===== config.mk =====
export PLATFORM = sky130hd
export DESIGN_NAME = dac161_update_sched
export DESIGN_NICKNAME = d
export VERILOG_FILES = /design/src/rtl/dac161_pkg.sv /design/src/rtl/dac161_update_sched_rr_arb2.sv /design/src/rtl/dac161_update_sched.sv
export SDC_FILE = /design/constraint.sdc
export NUM_CORES = 1
export LEC_CHECK = 0
export CORE_ASPECT_RATIO = 0.75
export CORE_MARGIN = 2
export CORE_UTILIZATION = 47
export DETAILED_ROUTE_END_ITERATION = 10
export PLACE_DENSITY = 0.89
export SYNTH_ARGS = -nofsm -noshare
export SYNTH_HDL_FRONTEND = slang
export SYNTH_SLANG_ARGS = --single-unit

===== constraint.sdc =====
create_clock -name clk -period 2.44 [get_ports clk]
set_clock_uncertainty 0.15 [all_clocks]
set_input_delay 0.61 -clock clk [delete_from_list [all_inputs] [get_ports clk]]
set_output_delay 0.61 -clock clk [all_outputs]
set_load 0.01 [all_outputs]

===== src/rtl/dac161_pkg.sv =====
// Shared definitions for the DAC161S055 update scheduler:
// FSM state encoding, frame source tags, DAC command bytes,
// SPI frame width and small helper functions.
// Macro DAC161_LDAC_PULSE_EN adds the LDAC pulse state.
package dac161_pkg;

   localparam int FRAME_W = 24;

   localparam logic [7:0] DAC_CFG_CMD  = 8'h08;
   localparam logic [7:0] DAC_DATA_CMD = 8'h01;

   typedef enum logic [2:0] {
      ST_INIT_WAIT,
      ST_CFG_ISSUE,
      ST_IDLE,
      ST_ISSUE,
      ST_WAIT_HI,
      ST_WAIT_LO,
      ST_GAP
`ifdef DAC161_LDAC_PULSE_EN
      ,
      ST_LDAC
`endif
   } state_t;

   // Owner of the frame currently on the wire.
   typedef enum logic [1:0] {
      SRC_CFG,
      SRC_REQ0,
      SRC_REQ1
   } src_t;

   function automatic int max3(
      input int a,
      input int b,
      input int c
   );
      int m;
      m = a;
      if (b > m) m = b;
      if (c > m) m = c;
      return m;
   endfunction

   function automatic logic [FRAME_W-1:0] mk_frame(
      input logic [7:0]  cmd,
      input logic [15:0] word
   );
      return {cmd, word};
   endfunction

endpackage


===== src/rtl/dac161_update_sched_rr_arb2.sv =====
// Two-way round-robin arbiter with a last_grant register.
// Ports:
//   clk, rst    clock, asynchronous active-low reset
//   req0, req1  request lines
//   take        the grant is consumed this cycle
//   gnt0, gnt1  one-hot (or zero) combinational grant
// last_grant resets to 1 so requester 0 wins the first tie.
module rr_arb2
   import dac161_pkg::*;
(
   input  logic clk,
   input  logic rst,
   input  logic req0,
   input  logic req1,
   input  logic take,
   output logic gnt0,
   output logic gnt1
);

   logic last_grant;

   always_comb begin
      gnt0 = 1'b0;
      gnt1 = 1'b0;
      if (req0 && req1) begin
         gnt0 = last_grant;
         gnt1 = !last_grant;
      end else begin
         gnt0 = req0;
         gnt1 = req1;
      end
   end

   always_ff @(posedge clk or negedge rst) begin
      if (!rst) begin
         last_grant <= 1'b1;
      end else if (take && (gnt0 || gnt1)) begin
         last_grant <= gnt1;
      end
   end

endmodule


===== src/rtl/dac161_update_sched.sv =====
// Sequencer/arbiter in front of the 24-bit SPI DAC161S055 master.
// After reset it sends one configuration frame, then shares the
// master between two setpoint requesters (round-robin), enforces
// a chip-select gap and owns CLRB/LDACB.
// Ports:
//   clk, rst            clock, asynchronous active-low reset
//   req0/data0/ack0     requester 0 (ack is a 1-cycle pulse)
//   req1/data1/ack1     requester 1
//   spi_start/spi_data  start pulse and frame to the SPI master
//   spi_busy            SPI master busy
//   clrb, ldacb         DAC control pins
//   init_done           configuration frame completed
//   err                 sticky busy-rise timeout
// Macro DAC161_LDAC_PULSE_EN: pulse ldacb low for 2 cycles after
// each gap; otherwise ldacb is held low after reset release.
module dac161_update_sched
   import dac161_pkg::*;
#(
   parameter int          INIT_CYCLES = 1000,
   parameter int          GAP_CYCLES  = 16,
   parameter logic [7:0]  CFG_CMD     = DAC_CFG_CMD,
   parameter logic [15:0] CFG_WORD    = 16'h0000,
   parameter logic [7:0]  DATA_CMD    = DAC_DATA_CMD,
   parameter int          BUSY_TO     = 8
) (
   input  logic               clk,
   input  logic               rst,
   input  logic               req0,
   input  logic [15:0]        data0,
   output logic               ack0,
   input  logic               req1,
   input  logic [15:0]        data1,
   output logic               ack1,
   output logic               spi_start,
   output logic [FRAME_W-1:0] spi_data,
   input  logic               spi_busy,
   output logic               clrb,
   output logic               ldacb,
   output logic               init_done,
   output logic               err
);

   localparam int CNT_MAX =
      max3(INIT_CYCLES, GAP_CYCLES, BUSY_TO);
   localparam int CW = $clog2(CNT_MAX) + 1;

   state_t        state;
   src_t          src;
   logic [CW-1:0] cnt;
   logic [CW-1:0] cnt_inc;
   logic          gnt0;
   logic          gnt1;
   logic          take;

   // Saturating increment: the counter never wraps.
   assign cnt_inc = (&cnt) ? cnt : cnt + CW'(1);

   assign clrb = 1'b1;

   // A foreign master holding busy blocks any new grant.
   assign take = (state == ST_IDLE) && init_done &&
                 !spi_busy && (req0 || req1);

   rr_arb2 u_arb (
      .clk  (clk),
      .rst  (rst),
      .req0 (req0),
      .req1 (req1),
      .take (take),
      .gnt0 (gnt0),
      .gnt1 (gnt1)
   );

   always_ff @(posedge clk or negedge rst) begin
      if (!rst) begin
         state     <= ST_INIT_WAIT;
         src       <= SRC_CFG;
         cnt       <= '0;
         spi_start <= 1'b0;
         spi_data  <= '0;
         ack0      <= 1'b0;
         ack1      <= 1'b0;
         init_done <= 1'b0;
         err       <= 1'b0;
         ldacb     <= 1'b1;
      end else begin
         spi_start <= 1'b0;
         ack0      <= 1'b0;
         ack1      <= 1'b0;
`ifdef DAC161_LDAC_PULSE_EN
`else
         ldacb     <= 1'b0;
`endif
         unique case (state)
            ST_INIT_WAIT: begin
               if (cnt == CW'(INIT_CYCLES)) begin
                  state     <= ST_CFG_ISSUE;
                  src       <= SRC_CFG;
                  spi_data  <= mk_frame(CFG_CMD, CFG_WORD);
                  spi_start <= 1'b1;
               end else begin
                  cnt <= cnt_inc;
               end
            end
            ST_IDLE: begin
               if (take) begin
                  state     <= ST_ISSUE;
                  spi_start <= 1'b1;
                  if (gnt1) begin
                     src      <= SRC_REQ1;
                     spi_data <= mk_frame(DATA_CMD, data1);
                  end else begin
                     src      <= SRC_REQ0;
                     spi_data <= mk_frame(DATA_CMD, data0);
                  end
               end
            end
            ST_CFG_ISSUE,
            ST_ISSUE: begin
               // The start cycle counts as the first timeout cycle.
               cnt   <= CW'(1);
               state <= ST_WAIT_HI;
            end
            ST_WAIT_HI: begin
               if (spi_busy) begin
                  state <= ST_WAIT_LO;
               end else if (cnt_inc >= CW'(BUSY_TO)) begin
                  err   <= 1'b1;
                  cnt   <= '0;
                  state <= ST_GAP;
               end else begin
                  cnt <= cnt_inc;
               end
            end
            ST_WAIT_LO: begin
               if (!spi_busy) begin
                  unique case (src)
                     SRC_REQ0: ack0      <= 1'b1;
                     SRC_REQ1: ack1      <= 1'b1;
                     default:  init_done <= 1'b1;
                  endcase
                  cnt   <= '0;
                  state <= ST_GAP;
               end
            end
            ST_GAP: begin
               if (cnt_inc >= CW'(GAP_CYCLES)) begin
                  cnt <= '0;
                  // A timed-out config frame is resent as is.
                  if (!init_done) begin
                     state     <= ST_CFG_ISSUE;
                     spi_start <= 1'b1;
                  end else begin
`ifdef DAC161_LDAC_PULSE_EN
                     state <= ST_LDAC;
                     ldacb <= 1'b0;
`else
                     state <= ST_IDLE;
`endif
                  end
               end else begin
                  cnt <= cnt_inc;
               end
            end
`ifdef DAC161_LDAC_PULSE_EN
            ST_LDAC: begin
               if (cnt == CW'(1)) begin
                  ldacb <= 1'b1;
                  cnt   <= '0;
                  state <= ST_IDLE;
               end else begin
                  cnt <= cnt_inc;
               end
            end
`endif
            default: begin
               state <= ST_INIT_WAIT;
               cnt   <= '0;
            end
         endcase
      end
   end

endmodule


### After elaboration in Yosys (flattened, before gate mapping)

Index checks and enable logic that the tools add are counted.

| cells by class | value |
|---|---|
| add/sub/neg operators | 1 |
| bitwise operators | 3 |
| multiplexer cells | 36 |
| equality and inequality tests | 16 |
| reduce and logical (&&, ||, !) cells | 19 |
| magnitude comparators | 2 |

Operators by type and width:

| operator | number |
|---|---|
| $mux W11 | 6 |
| $pmux W11 S6 | 1 |
| $mux W24 | 2 |
| $pmux W24 S2 | 1 |
| $mux W3 | 6 |
| $pmux W3 S6 | 1 |
| $mux W16 | 1 |
| $mux W1 | 12 |
| $add A11 B1 Y11 const B | 1 |
| $eq A11 B10 Y1 const B | 1 |
| $ge A11 B4 Y1 const B | 1 |
| $ge A11 B5 Y1 const B | 1 |
| $reduce_and A11 Y1 | 1 |
| $ne A2 B2 Y1 const B | 5 |
| $eq A3 B3 Y1 const B | 3 |
| $reduce_and A3 Y1 | 3 |
| $mux W2 | 4 |
| $eq A3 B2 Y1 const B | 2 |
| $logic_and A1 B1 Y1 | 5 |
| $reduce_and A5 Y1 | 1 |
| $pmux W2 S2 | 1 |
| $reduce_and A4 Y1 | 1 |
| $reduce_or A2 Y1 | 2 |
| $eq A3 B1 Y1 const B | 1 |
| other kinds (10) | 14 |

| word-level totals | value |
|---|---|
| bits of input ports | 37 |
| output and inout port bits | 31 |
| flip-flop bits (word level) | 47 |

### Logic depth before layout (Yosys ltp)

| depth | value |
|---|---|
| depth in word-level cells | 6 |
| mapped depth | 9 |
| mapped depth without buffers | 9 |

### Cells and area by module

A second synthesis with hierarchy kept.

| unflattened totals | value |
|---|---|
| cell total of the unflattened synthesis | 256 |
| area total of the unflattened synthesis | 2431.1 um^2 |

Modules (own cells, without submodules):

| module | instances | area each (um^2) | sequential area each (um^2) | cells an instance |
|---|---|---|---|---|
| dac161_update_sched | 1 | 2374.8 | 1002.2 | 250 |
| rr_arb2 | 1 | 56.3 | 26.3 | 6 |

### Worst setup path after synthesis

No wires, ideal clock.

| timing path | value |
|---|---|
| path type | reg-to-reg |
| start | register cnt[0] |
| end | register cnt[8] |
| arrival time | 1.989 ns |
| required time | 2.225 ns |
| buffers on the path | 0 |
| setup time | 0.065 ns |
| stages on the path, launching flop included | 9 |
| path slack | 0.236 ns |
| path through | dfrtp_1 > ha_1 > and4_1 > nand2_1 > nor4_1 > o22ai_1 > a21o_1 > a31oi_1 > o22a_1 |

| on the way | value |
|---|---|
| word-level cells in the longest chain between the ends | 6 |
| elaborated cells on any way between the ends | 13 |
| those cells by class | 1 x add/sub; 2 x order compare; 2 x eq/ne; 6 x mux; 2 x reduce/logical |

RTL lines:

| what | RTL line | text |
|---|---|---|
| start, declared | dac161_update_sched.sv:49 | `logic [CW-1:0] cnt;` |
| start signal, assigned | dac161_update_sched.sv:102 | `cnt <= cnt_inc;` |
| start signal, assigned | dac161_update_sched.sv:132 | `cnt <= cnt_inc;` |
| start signal, assigned | dac161_update_sched.sv:162 | `cnt <= cnt_inc;` |
| $add A11 B1 Y11 / $reduce_and A11 Y1 (equally long branches) | dac161_update_sched.sv:56 | `assign cnt_inc = (&cnt) ? cnt : cnt + CW'(1);` |
| $mux W11 | dac161_update_sched.sv:56 |  |
| $ge A11 B4 Y1 | dac161_update_sched.sv:127 | `end else if (cnt_inc >= CW'(BUSY_TO)) begin` |
| $mux W11 | dac161_update_sched.sv:127 |  |
| $mux W11 | dac161_update_sched.sv:125 | `if (spi_busy) begin` |
| $pmux W11 S6 | dac161_update_sched.sv:94 | `unique case (state)` |

Several ways; a longest one is shown, not always the timed one. The select of a mux whose other input is x is not followed.
A chain may end at the register's enable or synchronous reset.

### Worst setup path in the final report

| timing path | value |
|---|---|
| start | register cnt[6] |
| end | register cnt[2] |

The elaborated chain is that of the path after synthesis.

==> results.md <==
- Port Buffer Count: 60
- Hold_ws: around 0.12 ns
- Root Driver: clkbuf_8
- Initial DRC Count: between 200 and 250
- Chip Height: 64.5 um
- Layout Area Growth over Synthesis: 41.6%
- CP max FO: 8
- Sink Count: between 40 and 50
- Setup crit start: cnt[6]
- Async SR Flop Fraction: between 90% and 100%
- Die area: about 5500 um2
- Final setup margin: between 0.1 and 0.15 ns
- VDD IR max: 0.529 mV
- Hold WC Path Type: in -> async
- Max Cap Viol: 0
- Worst EP arrival: about 2.4 ns
- Outcome: finished, final reports clean
- CTS buffer count: 5
- Number of synthesized flops with an enable pin: 0
- Fin nets: around 370
- Maximum number of pins on one net before global-route repair: 42
- Crit end category: register
- Compound-Gate Fraction of Synth Area: between 10% and 20%
- Largest family of logic cells by synthesized area: simple AND/OR/NAND/NOR gates
- Startpoint types: register
- Worst Setup Slack post-DPL: -0.0187 ns
- Post-Synth XOR/XNOR Area: 0%
- Highest clock rate: roughly 0.43 GHz
- Power Dens Cells: around 870 nW/um2
- First-pass detailed-route iteration total: 5
- Lkg Pwr: around 1.4 nW
- Fin util: 71.1%
- CTS max path bufs: 2
- WL/cell: between 15 and 20 um
- Final min period: 2.33 ns
- Mapped Cells: 250
- Die X: between 80 and 90 um
- Sequential share of the synthesized area: 44.8%
- Total GRT Usage: between 20% and 30%
- YS warnings: 0
- Tot Pwr: about 2.8 mW
- First-pass GRT wire length: a little under 10 mm
- Core box area: about 4600 um2
- Share of cells above drive strength 1: 15.3%
- Clock Latency Late Sink: about 0.29 ns
- Post-synth top flop: dfrtp_1
- Detailed Place HPWL: approximately 4.4 mm
- Via/cell ratio: ~5.7
- Cell variety after synth: between 40 and 50
- Ant. Diodes: 0
- Critical Path RT: 2.47 ns
- Path type of the worst setup path: reg -> reg
- Period utilization: a little over nine tenths
- Fin. max-slew vios: 0
- CP delay by family, top: compound AO/OA/AOI/OAI gates
- Final cell count without fillers: approximately 380
- Core Rows: 21
- Post-synthesis register bit count: 41
- FF-to-FF Start: cnt[6]
- Syn Area/Cell: 9.18 um2
- Post-synthesis mux area share: around 7.4%
- CTS tree: done
- Routed Antenna Nets: 0
- RSZ-0062 raised after global routing: true
- WL final: between 6 and 7 mm
- Worst path cell trace: nand2_1 -> o41ai_1 -> a21boi_0 -> o211ai_1 -> a21o_2 -> a31oi_1 -> o22a_1
- H-tree levels: 2
- Drt drc: 0
- CP bufs+invs: 0
- Initial core utilization: around 50%
- Post-Syn Area: between 2000 and 2500 um2
- Fillers: about 340
- Synth Area in Simple Gates: around 19%
- Post-Synth Adder-Cell Area: 2.18%
- Initial antenna violation count: 0
- Global route overflow: 0
- Clock slew at reported path FFs: ~0.08 ns
- GPL Wtd Cong: around 0.92
- Vias in the first global route: about 2100
- Via count: 2179
- Ports: 68
- Final setup viols: 0
- Critical Path Max Stage Delay: 0.47 ns
- Placed instance count: around 370
- Final hold vios: 0
- Crit-path slowest cell: o41ai_1
## metal layers
layer | routed length (um) | part of all wire (%) | vias to the layer above | track usage (%)
met2 | 3000 | 49 | 84 | 37.9
met5 | 0 | 0 | - | 0
li1 | - | - | 1035 | -
met1 | 2590 | 43 | 1051 | 29.1
met3 | 402 | 6.6 | 9 | 5.22
met4 | 68 | 1.1 | 0 | 7.14
## registers in the layout (all words and copies together), names as in the netlist
signal,flops
ack1,1
cnt,11
err,1
spi_data,18
src,2
init_done,1
ldacb,1
state,3
ack0,1
spi_start,1
u_arb.last_grant,1
## through the flow
stage	TNS, ns	instance area (um2)
floorplan	0	2320
global placement	0	3080
detailed placement	-0.0250	3080
CTS	0	3210
global route	-0.0327	3250
finish	0	3250
## area by class of cell
cell class | count | area, um2 | share of cell area (%)
Clock inverter | 2 | 35.0 | 1.08
Timing Repair Buffer | 84 | 813 | 25.0
Multi-Input combinational cell | 183 | 1190 | 36.6
Sequential cell | 41 | 1030 | 31.7
Tap cell | 57 | 71.3 | 2.19
Inverter | 11 | 41.3 | 1.27
Clock buffer | 5 | 68.8 | 2.12
## logic make-up (layout without fill, tap and decap cells)
| logic type | count (synthesis) | in the layout |
|---|---|---|
| and+or+nand+nor | 84 | 84 |
| AOI/OAI and AO/OA | 70 | 70 |
| DFF | 41 | 41 |
| buffers and inverters | 32 | 102 |
| muxes | 17 | 17 |
| adders and majority gates | 4 | 4 |
| other | 2 | 8 |
## placed cells by master (no fill, tap or decap), types with 3 or more instances in the layout
master	Yosys	layout
o22ai_1	5	4
buf_4	8	21
and2_1	6	6
o211ai_1	3	3
buf_12	0	3
mux2i_1	17	17
clkdlybuf4s50_1	0	59
conb_1	2	8
o22a_1	4	4
a21oi_1	9	8
a31oi_1	7	7
nand2_1	17	17
nor2_1	14	14
o31ai_1	4	4
nand3_1	24	24
nor3_1	3	3
nand2b_1	4	4
ha_1	4	3
dfrtp_1	39	37
inv_1	11	11
clkbuf_8	0	5
o21ai_0	24	24
## what timing repair did
item	in CTS	in global routing
gates cloned	0	0
pin swaps	0	3
setup endpoints to repair	6	14
hold buffers	0	0
resized for setup	5	7
buffers inserted	0	2
## worst reg2reg max path: stages (launching register included)
cell	delay (ns)
dfrtp_1	0.45
nand2_1	0.23
o41ai_1	0.47
a21boi_0	0.23
o211ai_1	0.18
a21o_2	0.25
a31oi_1	0.06
o22a_1	0.20
## power breakdown
group | leakage [nW] | switching [mW] | internal (mW) | total (mW)
clock network | 0.0540 | 0.236 | 0.298 | 0.533
registers | 0.524 | 0.169 | 0.885 | 1.05
logic | 0.843 | 0.604 | 0.632 | 1.24
total | 1.42 | 1.01 | 1.81 | 2.82
## final timing paths
check	depth (start not counted)	slack, ns	end
min reg2reg	2	0.35	u_arb.last_grant
min	2	0.12	cnt[0]
max	7	0.11	cnt[2]
max reg2reg	7	0.11	cnt[2]
min in group clk	2	0.35	u_arb.last_grant
max in group asynchronous	2	1.75	ldacb
## synthesized netlist by cell type (5+ instances only)
library cell / number / area [um2]
inv_1: 11 / 41.3
nand2_1: 17 / 63.8
nor2_1: 14 / 52.6
dfrtp_1: 39 / 976
a21oi_1: 9 / 45.0
mux2i_1: 17 / 170
o22ai_1: 5 / 31.3
and2_1: 6 / 37.5
a31oi_1: 7 / 43.8
nand3_1: 24 / 120
buf_4: 8 / 60.1
clkbuf_1: 10 / 37.5
o21ai_0: 24 / 120
Note: power is estimated with default switching activity, not from simulation.
